**src/rtl/pc_unit_if.sv**
```systemverilog
// pc_unit_if: fetch-stage control and program-counter bundle for pc_unit.
// master: the sequencer driving control inputs. slave: the PC unit.
interface pc_unit_if #(
  parameter int PC_W  = 10,
  parameter int TGT_W = 8
);
  logic              start;
  logic [PC_W-1:0]   start_address;
  logic              stall;
  logic              branch;
  logic              taken;
  logic              rel;
  logic [TGT_W-1:0]  target;
  logic              call;
  logic              ret;
  logic [PC_W-1:0]   PC;
  logic              halt;
  logic              ras_overflow;
  logic              ras_underflow;

  modport master (
    output start, start_address, stall, branch, taken, rel, target, call, ret,
    input  PC, halt, ras_overflow, ras_underflow
  );

  modport slave (
    input  start, start_address, stall, branch, taken, rel, target, call, ret,
    output PC, halt, ras_overflow, ras_underflow
  );
endinterface

```
**src/rtl/pc_unit.sv**
```systemverilog
// pc_unit: parametrised fetch-stage program counter with start/stall,
// absolute branches, call/return via an internal return-address stack,
// sticky RAS overflow/underflow flags and a registered halt state.
// Optional build macro PC_BRANCH_REL_EN: taken branches with rel=1 add the
// sign-extended target to PC; when undefined, rel is ignored.
module pc_unit #(
  parameter int PC_W      = 10,
  parameter int TGT_W     = 8,
  parameter int RAS_DEPTH = 4,
  parameter int HALT_ADDR = 63
) (
  input logic     CLK,
  input logic     reset,
  pc_unit_if.slave bus
);

  localparam int SP_W  = $clog2(RAS_DEPTH + 1);
  localparam int IDX_W = (RAS_DEPTH > 1) ? $clog2(RAS_DEPTH) : 1;
  localparam int RAS_N = 1 << IDX_W;
  localparam logic [PC_W-1:0] HALT_PC = PC_W'(HALT_ADDR);
  localparam logic [SP_W-1:0] SP_FULL = SP_W'(RAS_DEPTH);

  typedef enum logic [1:0] {
    S_IDLE,
    S_RUN,
    S_HALTED
  } state_e;

  state_e            state_q, state_d;
  logic [PC_W-1:0]   pc_q, pc_d;
  logic [SP_W-1:0]   sp_q, sp_d;
  logic              ovf_q, ovf_d;
  logic              unf_q, unf_d;
  logic              halt_q, halt_d;
  logic [PC_W-1:0]   ras_q [RAS_N];

  logic              push_en;
  logic [IDX_W-1:0]  push_idx;
  logic [IDX_W-1:0]  pop_idx;
  logic [PC_W-1:0]   pc_inc;
  logic [PC_W-1:0]   tgt_abs;
  logic [PC_W-1:0]   tgt_branch;

  assign pc_inc   = pc_q + PC_W'(1);
  assign tgt_abs  = PC_W'(bus.target);
  assign push_idx = IDX_W'(sp_q);
  assign pop_idx  = IDX_W'(sp_q - SP_W'(1));

`ifdef PC_BRANCH_REL_EN
  logic signed [TGT_W-1:0] tgt_signed;
  logic [PC_W-1:0]         tgt_rel;
  assign tgt_signed = bus.target;
  assign tgt_rel    = pc_q + PC_W'(tgt_signed);
  assign tgt_branch = bus.rel ? tgt_rel : tgt_abs;
`else
  assign tgt_branch = tgt_abs;
`endif

  // Next-state, next-PC and stack control; start overrides all state logic.
  always_comb begin
    state_d = state_q;
    pc_d    = pc_q;
    sp_d    = sp_q;
    ovf_d   = ovf_q;
    unf_d   = unf_q;
    push_en = 1'b0;

    if (bus.start) begin
      state_d = S_RUN;
      pc_d    = bus.start_address;
      sp_d    = '0;
      ovf_d   = 1'b0;
      unf_d   = 1'b0;
    end else begin
      unique case (state_q)
        S_IDLE: ;
        S_RUN: begin
          if (!bus.stall) begin
            if (pc_q == HALT_PC) begin
              state_d = S_HALTED;
            end else if (bus.ret) begin
              if (sp_q != '0) begin
                pc_d = ras_q[pop_idx];
                sp_d = sp_q - SP_W'(1);
              end else begin
                pc_d  = pc_inc;
                unf_d = 1'b1;
              end
            end else if (bus.call) begin
              pc_d = tgt_abs;
              if (sp_q < SP_FULL) begin
                push_en = 1'b1;
                sp_d    = sp_q + SP_W'(1);
              end else begin
                ovf_d = 1'b1;
              end
            end else if (bus.branch && bus.taken) begin
              pc_d = tgt_branch;
            end else begin
              pc_d = pc_inc;
            end
          end
        end
        S_HALTED: ;
        default: state_d = S_IDLE;
      endcase
    end

    halt_d = (state_d == S_HALTED);
  end

  // State, PC, stack pointer and flag registers with synchronous reset.
  always_ff @(posedge CLK) begin
    if (reset) begin
      state_q <= S_IDLE;
      pc_q    <= '0;
      sp_q    <= '0;
      ovf_q   <= 1'b0;
      unf_q   <= 1'b0;
      halt_q  <= 1'b0;
    end else begin
      state_q <= state_d;
      pc_q    <= pc_d;
      sp_q    <= sp_d;
      ovf_q   <= ovf_d;
      unf_q   <= unf_d;
      halt_q  <= halt_d;
    end
  end

  // Return-address storage; contents are meaningless after reset, so no reset.
  always_ff @(posedge CLK) begin
    if (push_en && !reset) begin
      ras_q[push_idx] <= pc_inc;
    end
  end

  assign bus.PC            = pc_q;
  assign bus.halt          = halt_q;
  assign bus.ras_overflow  = ovf_q;
  assign bus.ras_underflow = unf_q;

endmodule

```
**src/flat_wrapper.sv**
```systemverilog
// flat-port wrapper written by rule: the top's interface ports become plain ports
module pc_unit_flat 
#(
  parameter int PC_W      = 10,
  parameter int TGT_W     = 8,
  parameter int RAS_DEPTH = 4,
  parameter int HALT_ADDR = 63
)
  (CLK, reset, bus_start, bus_start_address, bus_stall, bus_branch, bus_taken, bus_rel, bus_target, bus_call, bus_ret, bus_PC, bus_halt, bus_ras_overflow, bus_ras_underflow);
  pc_unit_if #(.PC_W(PC_W), .TGT_W(TGT_W)) bus_i ();
  input logic CLK;
  input logic reset;
  input wire logic [$bits(bus_i.start)-1:0] bus_start;
  input wire logic [$bits(bus_i.start_address)-1:0] bus_start_address;
  input wire logic [$bits(bus_i.stall)-1:0] bus_stall;
  input wire logic [$bits(bus_i.branch)-1:0] bus_branch;
  input wire logic [$bits(bus_i.taken)-1:0] bus_taken;
  input wire logic [$bits(bus_i.rel)-1:0] bus_rel;
  input wire logic [$bits(bus_i.target)-1:0] bus_target;
  input wire logic [$bits(bus_i.call)-1:0] bus_call;
  input wire logic [$bits(bus_i.ret)-1:0] bus_ret;
  output wire logic [$bits(bus_i.PC)-1:0] bus_PC;
  output wire logic [$bits(bus_i.halt)-1:0] bus_halt;
  output wire logic [$bits(bus_i.ras_overflow)-1:0] bus_ras_overflow;
  output wire logic [$bits(bus_i.ras_underflow)-1:0] bus_ras_underflow;
  assign bus_i.start = bus_start;
  assign bus_i.start_address = bus_start_address;
  assign bus_i.stall = bus_stall;
  assign bus_i.branch = bus_branch;
  assign bus_i.taken = bus_taken;
  assign bus_i.rel = bus_rel;
  assign bus_i.target = bus_target;
  assign bus_i.call = bus_call;
  assign bus_i.ret = bus_ret;
  assign bus_PC = bus_i.PC;
  assign bus_halt = bus_i.halt;
  assign bus_ras_overflow = bus_i.ras_overflow;
  assign bus_ras_underflow = bus_i.ras_underflow;
  pc_unit #(.PC_W(PC_W), .TGT_W(TGT_W), .RAS_DEPTH(RAS_DEPTH), .HALT_ADDR(HALT_ADDR)) u_core (.CLK(CLK), .reset(reset), .bus(bus_i));
endmodule
```
**config.mk**
```make
export PLATFORM = sky130hd
export DESIGN_NAME = pc_unit_flat
export DESIGN_NICKNAME = d
export VERILOG_FILES = /design/src/rtl/pc_unit_if.sv /design/src/rtl/pc_unit.sv /design/src/flat_wrapper.sv
export SDC_FILE = /design/constraint.sdc
export NUM_CORES = 1
export LEC_CHECK = 0
export CAP_MARGIN = 20
export CORE_MARGIN = 2
export CORE_UTILIZATION = 36
export DETAILED_ROUTE_END_ITERATION = 10
export RECOVER_POWER = 100
export SYNTH_ARGS = -nofsm -noshare
export SYNTH_HDL_FRONTEND = slang
export SYNTH_SLANG_ARGS = --single-unit
```
**constraint.sdc**
```tcl
create_clock -name CLK -period 4 [get_ports CLK]
set_input_delay 0.6 -clock CLK [delete_from_list [all_inputs] [get_ports CLK]]
set_output_delay 0.6 -clock CLK [all_outputs]
set_load 0.05 [all_outputs]
```
# Word-level counts from Yosys, hierarchy flattened
# Memory sizes are Yosys's and may differ from the RTL's.
# Index checks and enable logic that the tools add are counted.
# op_classes
n_addsub,3
mul,0
n_div,0
n_lt_le_gt_ge,1
eq_ne,7
shifts,0
muxes,25
bitwise,5
reduce_logical,14
# ops
cell,n
two-way mux 10 bit,8
two-way mux 3 bit,4
AND reduction 6 bit,2
adder 10 x 1 -> 10 bit (second input constant),1
== test 10 x 6 -> 1 bit (second input constant),1
two-way mux 1 bit,9
two-way mux 2 bit,3
nonzero test 2 bit,3
NOT 1 bit,5
AND reduction 5 bit,1
== test 2 bit (second input constant),2
!= test 2 bit (second input constant),2
one-hot mux 2 bit (2 select lines),1
OR reduction 2 bit,2
adder 3 x 1 -> 3 bit (second input constant),1
less-than comparator 3 bit (second input constant),1
AND reduction 3 bit,1
nonzero test 3 bit,1
subtractor 3 x 1 -> 3 bit (second input constant),1
== test 2 x 1 -> 1 bit (second input constant),1
logical AND 1 bit,2
logical NOT 2 bit,1
!= test 2 x 1 -> 1 bit (second input constant),1
logical NOT 1 bit,1
# word_totals
register_bits,18
latch_bits,0
ram_bits,40
rom_bits,0
inputBits,27
output_inout_bits,13
elab_cells,62
n_memories,1
# mem_list
name,depth,width,rd,rd_ports_with_merged_regs,wr,line_no,source
u_core.ras_q,4,10,1,0,1,pc_unit.sv:35,logic [PC_W-1:0] ras_q [RAS_N];

# Depth between registers and ports, before layout
# Gate-level depths: netlist of the first run.
# logic_depth
depth_word,11
depth_mapped,10

# Worst setup path after synthesis of the first run
# Ideal clock, no wire load.
# synth_timing
kind,register -> register
startpoint,register u_core.sp_q[0]
endpoint,register u_core.pc_q[6] (netlist: u_core.bus.PC[6])
setup_ns,0.130
arrival_ns,2.065
t_required_ns,3.870
setup_slack_ns,1.805
stages_incl_launch_ff,10
cell_sequence,dfxtp_1 -> buf_2 -> inv_1 -> ha_1 -> buf_2 -> buf_2 -> mux2i_1 -> o22ai_1 -> a2111oi_0 -> a21oi_1
# synth_between
elab_chain_cells,8
word_cells_on_any_way,9
cone_classes,add/sub (1); mux (6); reduce/logical (1); memory (1)
# synth_rtl
element,line_no,source
start: declaration,pc_unit.sv:31,"logic [SP_W-1:0] sp_q, sp_d;"
start signal: assignment,pc_unit.sv:124,sp_q <= sp_d;
subtractor 3 x 1 -> 3 bit,pc_unit.sv:47,assign pop_idx = IDX_W'(sp_q - SP_W'(1));
memory read (4 x 10 bit),-,
two-way mux 10 bit *,pc_unit.sv:82,if (sp_q != '0) begin
two-way mux 10 bit *,pc_unit.sv:81,end else if (bus.ret) begin
two-way mux 10 bit *,pc_unit.sv:79,if (pc_q == HALT_PC) begin
two-way mux 10 bit *,pc_unit.sv:78,if (!bus.stall) begin
two-way mux 10 bit *,pc_unit.sv:75,unique case (state_q)
two-way mux 10 bit *,pc_unit.sv:68,if (bus.start) begin
end signal: assignment,pc_unit.sv:123,pc_q <= pc_d;
end: declaration,pc_unit.sv:30,"logic [PC_W-1:0] pc_q, pc_d;"
# Mark *: on every way between the ends. The rest lies on a longest branch, timed or not. The select of a mux whose other input is x is not followed.
# A chain may end at the register's enable or synchronous reset.

# Worst setup path after layout of the first run
# layout_timing
startpoint,register u_core.sp_q[0]
endpoint,register u_core.pc_q[5] (netlist: u_core.bus.PC[5])
# The elaborated chain is that of the path after synthesis.

==> summary.log, run 1 <==
[routing] final WL 6.42 mm
[cts] number of CTS-inserted buffers 9
[setup_path] setup slack on the worst flop-to-flop path 0.84 ns
[routing] routed vias/inst 5.32
[finish] number of nets in the layout 293
[cts] Max Root-Sink Buffers 2
[global_routing] initial antenna violation count 0
[place] Placement Cell Area 3160 um^2
[synth] cell count after synthesis 220
[power_and_ir_drop] maximum vdd drop 187 uV
[hold_path] Hold Path Depth 2
[routing] total vias in the final route 1936
[routing] DRC violations left 0
[setup_path] cells along the critical path inv_1 > ha_1 > clkbuf_1 > mux4_2 > a22o_1 > a211oi_1 > o21ai_0
[floorplanning] row cnt 31
[sta] final worst-path setup slack 0.840 ns
[global_routing] total global-route track usage 16.7%
[finish] number of fill cells in the layout 688
[cts] insertion delay to the later sink of the worst-skew pair 0.33 ns
[sta] final-report max-slew violation count 0
[cts] cell at the root of the clock tree sky130_fd_sc_hd__clkbuf_8
[routing] drt wl/cell 17.6 um
[floorplanning] num ports 40
[finish] most common cell after layout, fill and taps aside sky130_fd_sc_hd__edfxtp_1
[routing] number of nets still failing antenna checks after routing 0
[floorplanning] die height 90.4 um
[synth] post-synth net total 253
[setup_path] required arrival time at the worst endpoint 4.21 ns
[sta] maximum clock rate 316 MHz
[synth] share of the yosys chip area belonging to registers 58.1%
[routing] drt first-iter violations 242
[finish] top library cells by usage in the layout, fill and taps aside sky130_fd_sc_hd__edfxtp_1, sky130_fd_sc_hd__clkdlybuf4s50_1, sky130_fd_sc_hd__dfxtp_1
[run_status] outcome completed
[floorplanning] placeable core area 7250 um^2
[setup_path] Worst Path Max Fanout 16
[setup_path] number of cell instances on the worst register-to-register path 7
[setup_path] CP Data Arrival Time 3.37 ns
[sta] share of the cycle needed by the critical path after routing 79.0%
[place] input/output buffers 38
[sta] count of endpoints failing hold in the final timing report 0
[finish] number of standard cells in the layout, taps in and fillers out 364
[setup_path] critical-path cell with the highest stage delay sky130_fd_sc_hd__clkbuf_1
[routing] Initial DRT Pass Iterations 4
[cts] Clk pin slew, worst setup/hold paths 0.07 ns
[synth] mean instance size in the synthesized netlist 12.2 um^2
[setup_path] startpoint types flop
[hold_path] type of the most critical hold path reg -> reg
[global_routing] overflow left after global routing 0
[finish] area used by multi-input combinational logic 1030 um^2
[synth] number of enable-type register cells in the synthesized netlist 40
[global_routing] first-pass GRT wire length 10.3 mm
[finish] Diodes inserted 0
[power_and_ir_drop] power density relative to cell area 412 nW/um^2
[cts] clock sinks 58
[sta] final worst path period need 3.16 ns
[setup_path] CP max stage delay 0.85 ns
[sta] number of setup violations in the final report 0
[setup_path] Crit Path Category reg -> reg
[finish] proportion of layout cells with a drive suffix above 1 8.30%
[floorplanning] starting utilization of the core area 37.0%
[place] total half-perimeter wirelength after legalization and detailed placement 4.64 mm
[floorplanning] floorplan die width 90.4 um
[power_and_ir_drop] standby leakage power 1.10 nW
[synth] flop and latch count out of synthesis 58
[sta] Worst-Margin Slew 1.14 ns
[cts] buffers inserted by post-CTS timing repair 0
[cts] clock tree from TritonCTS yes
[synth] asr flop ratio synth 0%
[synth] cell area after synthesis 2690 um^2
[sta] worst slew margin relative to its limit 23.9%
[place] final weighted congestion of routability-driven global placement 0.796
[finish] finished layout cell area 3350 um^2
[global_routing] via count of the first global-routing pass 1886
[finish] Layout area overhead 24.8%
[global_routing] pin count of the biggest net entering global routing 21
[place] Placed Instances 348
[cts] H-Tree Level Count 3
[finish] FF+latch area 1560 um^2
[synth] Synth warnings 0
[power_and_ir_drop] total power draw 1.38 mW
[synth] Cell variety after synth 47
[sta] final clock skew 0.00659 ns
[place] dpl ws 0.821 ns
[setup_path] endpoint type of the worst setup path flop
[sta] setup total negative slack 0 ns
[floorplanning] full die area 8170 um^2
[finish] final core occ 46.2%
[job] max-cap viol count 0
[cts] cells resized by post-CTS repair 0
[cts] number of hold-repair buffers added at the cts stage 0
[sta] tightest hold margin 0.468 ns
[sta] RSZ-0062 raised after global routing false
[synth] leading register cell type out of synthesis sky130_fd_sc_hd__edfxtp_1
cell type report:
type,count,share of cell area (%)
Tap cell,99,3.70
Clock buffer,10,3.81
Inverter,9,1.01
Sequential cell,58,46.6
Timing Repair Buffer,40,11.7
Clock inverter,6,2.43
Multi-Input combinational cell,142,30.8
Yosys cell counts (all sizes together) (3+ instances only):
cell     n  area, um^2
xor2     3        26.3
clkbuf   6        22.5
edfxtp  40        1200
a221oi   4        35.0
mux4     4        90.1
o21ai    7        35.0
nand3    5        25.0
nor3     9        50.1
xnor2    7        61.3
and2     4        25.0
nand4    3        18.8
a21oi   12        60.1
buf      5        23.8
a221o    4        40.0
dfxtp   18         360
nor2    15        58.8
o22ai    6        37.5
mux2i   14         140
nand2   11        41.3
ha       6        75.1
inv      9        33.8
path summary, 6_finish.rpt:
| path | from | to |
|---|---|---|
| max | u_core.sp_q[0] | u_core.bus.PC[5] |
| min reg2reg | u_core.bus.ras_underflow | u_core.bus.ras_underflow |
| max reg2reg | u_core.sp_q[0] | u_core.bus.PC[5] |
| min | u_core.bus.ras_underflow | u_core.bus.ras_underflow |
layer usage:
metal	wire, um	track usage, %	vias up	share of wire [%]
li1	-	-	922	-
met1	2840	23.4	935	44
met2	3030	25.4	70	47
met3	435	2.92	9	6.8
met4	113	7.44	0	1.8
met5	0	0	-	0
worst max-delay path: cells and delay by family, from the launching register on:
kind	cells	cell delay [ns]
adders and majority gates	1	0.34
AOI/OAI and AO/OA	3	0.62
buffers and inverters	2	0.98
muxes	1	0.45
DFF	1	0.64
registers in the layout (all words and copies together), names as in the netlist:
register                  flops
u_core.bus.ras_underflow      1
u_core.sp_q                   3
u_core.bus.PC                10
u_core.bus.ras_overflow       1
u_core.bus.halt               1
u_core.ras_q                 40
u_core.state_q                2
cells by family (layout without fill, tap and decap cells):
| group | Yosys count | after routing | share of synthesized area [%] |
|---|---|---|---|
| AOI/OAI and AO/OA | 46 | 46 | 11.7 |
| xor gates and xnor gates | 10 | 10 | 3.26 |
| adders and majority gates | 6 | 6 | 2.79 |
| buffers and inverters | 20 | 65 | 2.98 |
| DFF | 58 | 58 | 58.1 |
| muxes | 18 | 18 | 8.57 |
| and+or+nand+nor | 62 | 62 | 12.5 |
report_power, final:
part	total, mW	internal (mW)	switching [mW]	leakage, nW
combinational	0.139	0.0590	0.0798	0.498
clock	0.575	0.346	0.228	0.104
sequential	0.667	0.652	0.0153	0.503
total	1.38	1.06	0.323	1.10
Power figures use the tool's default switching activity.
==> run 2, diff against run 1 <==
==> constraint.sdc (replaced) <==
create_clock -name CLK -period 2.7 [get_ports CLK]
set_input_delay 0.405 -clock CLK [delete_from_list [all_inputs] [get_ports CLK]]
set_output_delay 0.405 -clock CLK [all_outputs]
set_load 0.05 [all_outputs]
==> run 2 against run 1 <==
Against the previous run: die area stayed put; worst setup slack worse by 0.55 ns; sequential cell count stayed put; wire length is 2.5% higher; critical path depth is 1 lower; clock-buffer cell count stayed put; total power is 49% higher; cell count is 3.0% higher; sequential power is 48% higher; worst hold slack better by 0.0015 ns; critical path type is now in -> reg.
==> summary.log, run 2 (synthesized netlist as in run 1, its figures left out) <==
[place] input/output buffers 38
[setup_path] Top Family by Delay on Critical Path buffers and inverters
[floorplanning] die height 90.4 um
[power_and_ir_drop] relative contribution of combinational cells to total power 10.4%
[cts] clock sinks 58
[power_and_ir_drop] relative contribution of the clock network to total power 41.7%
[global_routing] first-pass GRT wire length 10.3 mm
[global_routing] total global-route track usage 16.6%
[floorplanning] num ports 40
[cts] number of CTS-inserted buffers 9
[sta] maximum clock rate 415 MHz
[power_and_ir_drop] switching share of total power 23.6%
[routing] Initial DRT Pass Iterations 4
[sta] Worst-Margin Slew 0.702 ns
[place] final weighted congestion of routability-driven global placement 0.833
[global_routing] overflow left after global routing 0
[routing] drt wl/cell 17.5 um
[global_routing] initial antenna violation count 0
[setup_path] CP Data Arrival Time 2.37 ns
[setup_path] CP max stage delay 0.51 ns
[routing] routed vias/inst 5.26
[setup_path] endpoint type of the worst setup path flop
[cts] number of hold-repair buffers added at the cts stage 0
[cts] Clk pin slew, worst setup/hold paths 0.06 ns
[power_and_ir_drop] standby leakage power 1.14 nW
[sta] final worst path period need 2.41 ns
[setup_path] setup slack on the worst flop-to-flop path 0.31 ns
[cts] Max Root-Sink Buffers 2
[sta] number of setup violations in the final report 0
[routing] number of nets still failing antenna checks after routing 0
[routing] drt first-iter violations 148
[sta] RSZ-0062 raised after global routing false
[power_and_ir_drop] switching power summed over all nets 0.487 mW
[finish] Diodes inserted 0
[finish] top library cells by usage in the layout, fill and taps aside sky130_fd_sc_hd__edfxtp_1, sky130_fd_sc_hd__clkdlybuf4s50_1, sky130_fd_sc_hd__dfxtp_1
[cts] buffers inserted by post-CTS timing repair 0
[cts] insertion delay to the later sink of the worst-skew pair 0.33 ns
[setup_path] Crit Path Category in -> reg
[setup_path] number of cell instances on the worst register-to-register path 6
[finish] number of nets in the layout 304
[setup_path] launching instance or port of the critical path bus_stall
[power_and_ir_drop] power density relative to cell area 602 nW/um^2
[floorplanning] placeable core area 7250 um^2
[setup_path] Reg2Reg Launch Point u_core.bus.PC[0]
[run_status] outcome completed
[job] max-cap viol count 0
[setup_path] startpoint types input pin
[sta] setup total negative slack 0 ns
[routing] final WL 6.58 mm
[setup_path] cells along the critical path clkdlybuf4s50_1 > nor3b_1 > o31ai_1 > nor3_1 > and2_0 > clkbuf_1
[floorplanning] row cnt 31
[routing] DRC violations left 0
[setup_path] reg-to-reg endpoint u_core.ras_q[0][8]
[routing] total vias in the final route 1971
[floorplanning] starting utilization of the core area 37.0%
[power_and_ir_drop] maximum vdd drop 278 uV
[setup_path] total stage count of the critical path 6
[floorplanning] floorplan die width 90.4 um
[setup_path] critical-path cell with the highest stage delay sky130_fd_sc_hd__clkbuf_1
[floorplanning] full die area 8170 um^2
[setup_path] Worst Path Max Fanout 10
[setup_path] timing endpoint of the critical path u_core.ras_q[0][8]
[setup_path] critical path buffer and inverter count 2
[sta] tightest hold margin 0.470 ns
[sta] worst slew margin relative to its limit 53.0%
[finish] most common cell after layout, fill and taps aside sky130_fd_sc_hd__edfxtp_1
[setup_path] required arrival time at the worst endpoint 2.66 ns
[power_and_ir_drop] internal power of the cells 1.57 mW
[sta] final-report max-slew violation count 0
[place] total half-perimeter wirelength after legalization and detailed placement 4.80 mm
[cts] clock tree from TritonCTS yes
[cts] H-Tree Level Count 3
[sta] share of the cycle needed by the critical path after routing 89.2%
[global_routing] via count of the first global-routing pass 1897
[finish] largest register by flop count u_core.ras_q
[finish] Layout area overhead 27.2%
[hold_path] type of the most critical hold path reg -> reg
[cts] cell at the root of the clock tree sky130_fd_sc_hd__clkbuf_8
[cts] cells resized by post-CTS repair 0
[sta] final clock skew 0.00884 ns
[finish] number of flip-flops in the largest register 40
[finish] proportion of layout cells with a drive suffix above 1 10.5%
[sta] count of endpoints failing hold in the final timing report 0
[global_routing] pin count of the biggest net entering global routing 20
[power_and_ir_drop] Flop pwr share 47.9%
-- run 2: cell count changes in the layout (fill, tap and decap cells not counted), sizes merged --
cell / before / now
clkdlybuf4s50: 24 / 25
clkbuf: 11 / 16
dlygate4sd3: 14 / 13
buf: 1 / 7
-- run 2: worst min path at each step --
stage | cells past startpoint | slack [ns] | end | from
2_1_floorplan | 2 | 0.47 | u_core.sp_q[2] | u_core.sp_q[2]
3_3_place_gp | 2 | 0.47 | u_core.bus.ras_underflow | u_core.bus.ras_underflow
3_5_place_dp | 2 | 0.47 | u_core.bus.ras_overflow | u_core.bus.ras_overflow
4_1_cts | 2 | 0.48 | u_core.bus.ras_overflow | u_core.bus.ras_overflow
5_1_grt | 2 | 0.49 | u_core.bus.ras_overflow | u_core.bus.ras_overflow
6_report | 2 | 0.47 | u_core.bus.ras_overflow | u_core.bus.ras_overflow
-- run 2: power by group through the flow --
| stage | clock, mW | sequential, mW | combinational, mW |
|---|---|---|---|
| 6_report | 0.857 | 0.987 | 0.214 |
| 5_1_grt | 0.914 | 0.988 | 0.229 |
| 4_1_cts | 0.868 | 0.987 | 0.220 |
| 3_5_place_dp | 0 | 1.01 | 0.219 |
| 3_3_place_gp | 0 | 1.01 | 0.218 |
| 2_1_floorplan | 0 | 1.03 | 0.0899 |
-- run 2: routing by layer --
| layer | share of wire (%) | GRT usage (%) | wire (um) | up-vias |
|---|---|---|---|---|
| li1 | - | - | - | 946 |
| met1 | 46 | 23.3 | 3010 | 959 |
| met2 | 46 | 24.6 | 3030 | 56 |
| met3 | 6.3 | 3.17 | 414 | 10 |
| met4 | 2.0 | 8.08 | 131 | 0 |
| met5 | 0 | 0 | 0 | - |
-- run 2: final cells by class --
| cell class | count | area (um^2) |
|---|---|---|
| Multi-Input combinational cell | 142 | 1030 |
| Fill cell | 688 | 3840 |
| Tap cell | 99 | 124 |
| Sequential cell | 58 | 1560 |
| Clock buffer | 10 | 128 |
| Inverter | 9 | 33.8 |
| Clock inverter | 6 | 81.3 |
| Timing Repair Buffer | 51 | 457 |
-- run 2: per-stage QoR --
stage	area, um^2	cells	worst slack, ns	power, mW	utilization (%)
after floorplan	2690	220	0.505	1.12	-
after global placement	3240	359	0.294	1.22	44.7
after detailed placement	3240	359	0.278	1.22	44.7
after CTS	3450	375	0.265	2.08	47.6
after global routing	3420	375	0.126	2.13	47.1
final	3420	375	0.293	2.06	47.1
-- run 2: tightest hold or removal path: stages, from the launching register on --
cell and delay (ns):
sky130_fd_sc_hd__dfxtp_1 0.32, sky130_fd_sc_hd__a41oi_1 0.05, sky130_fd_sc_hd__nor2_1 0.07
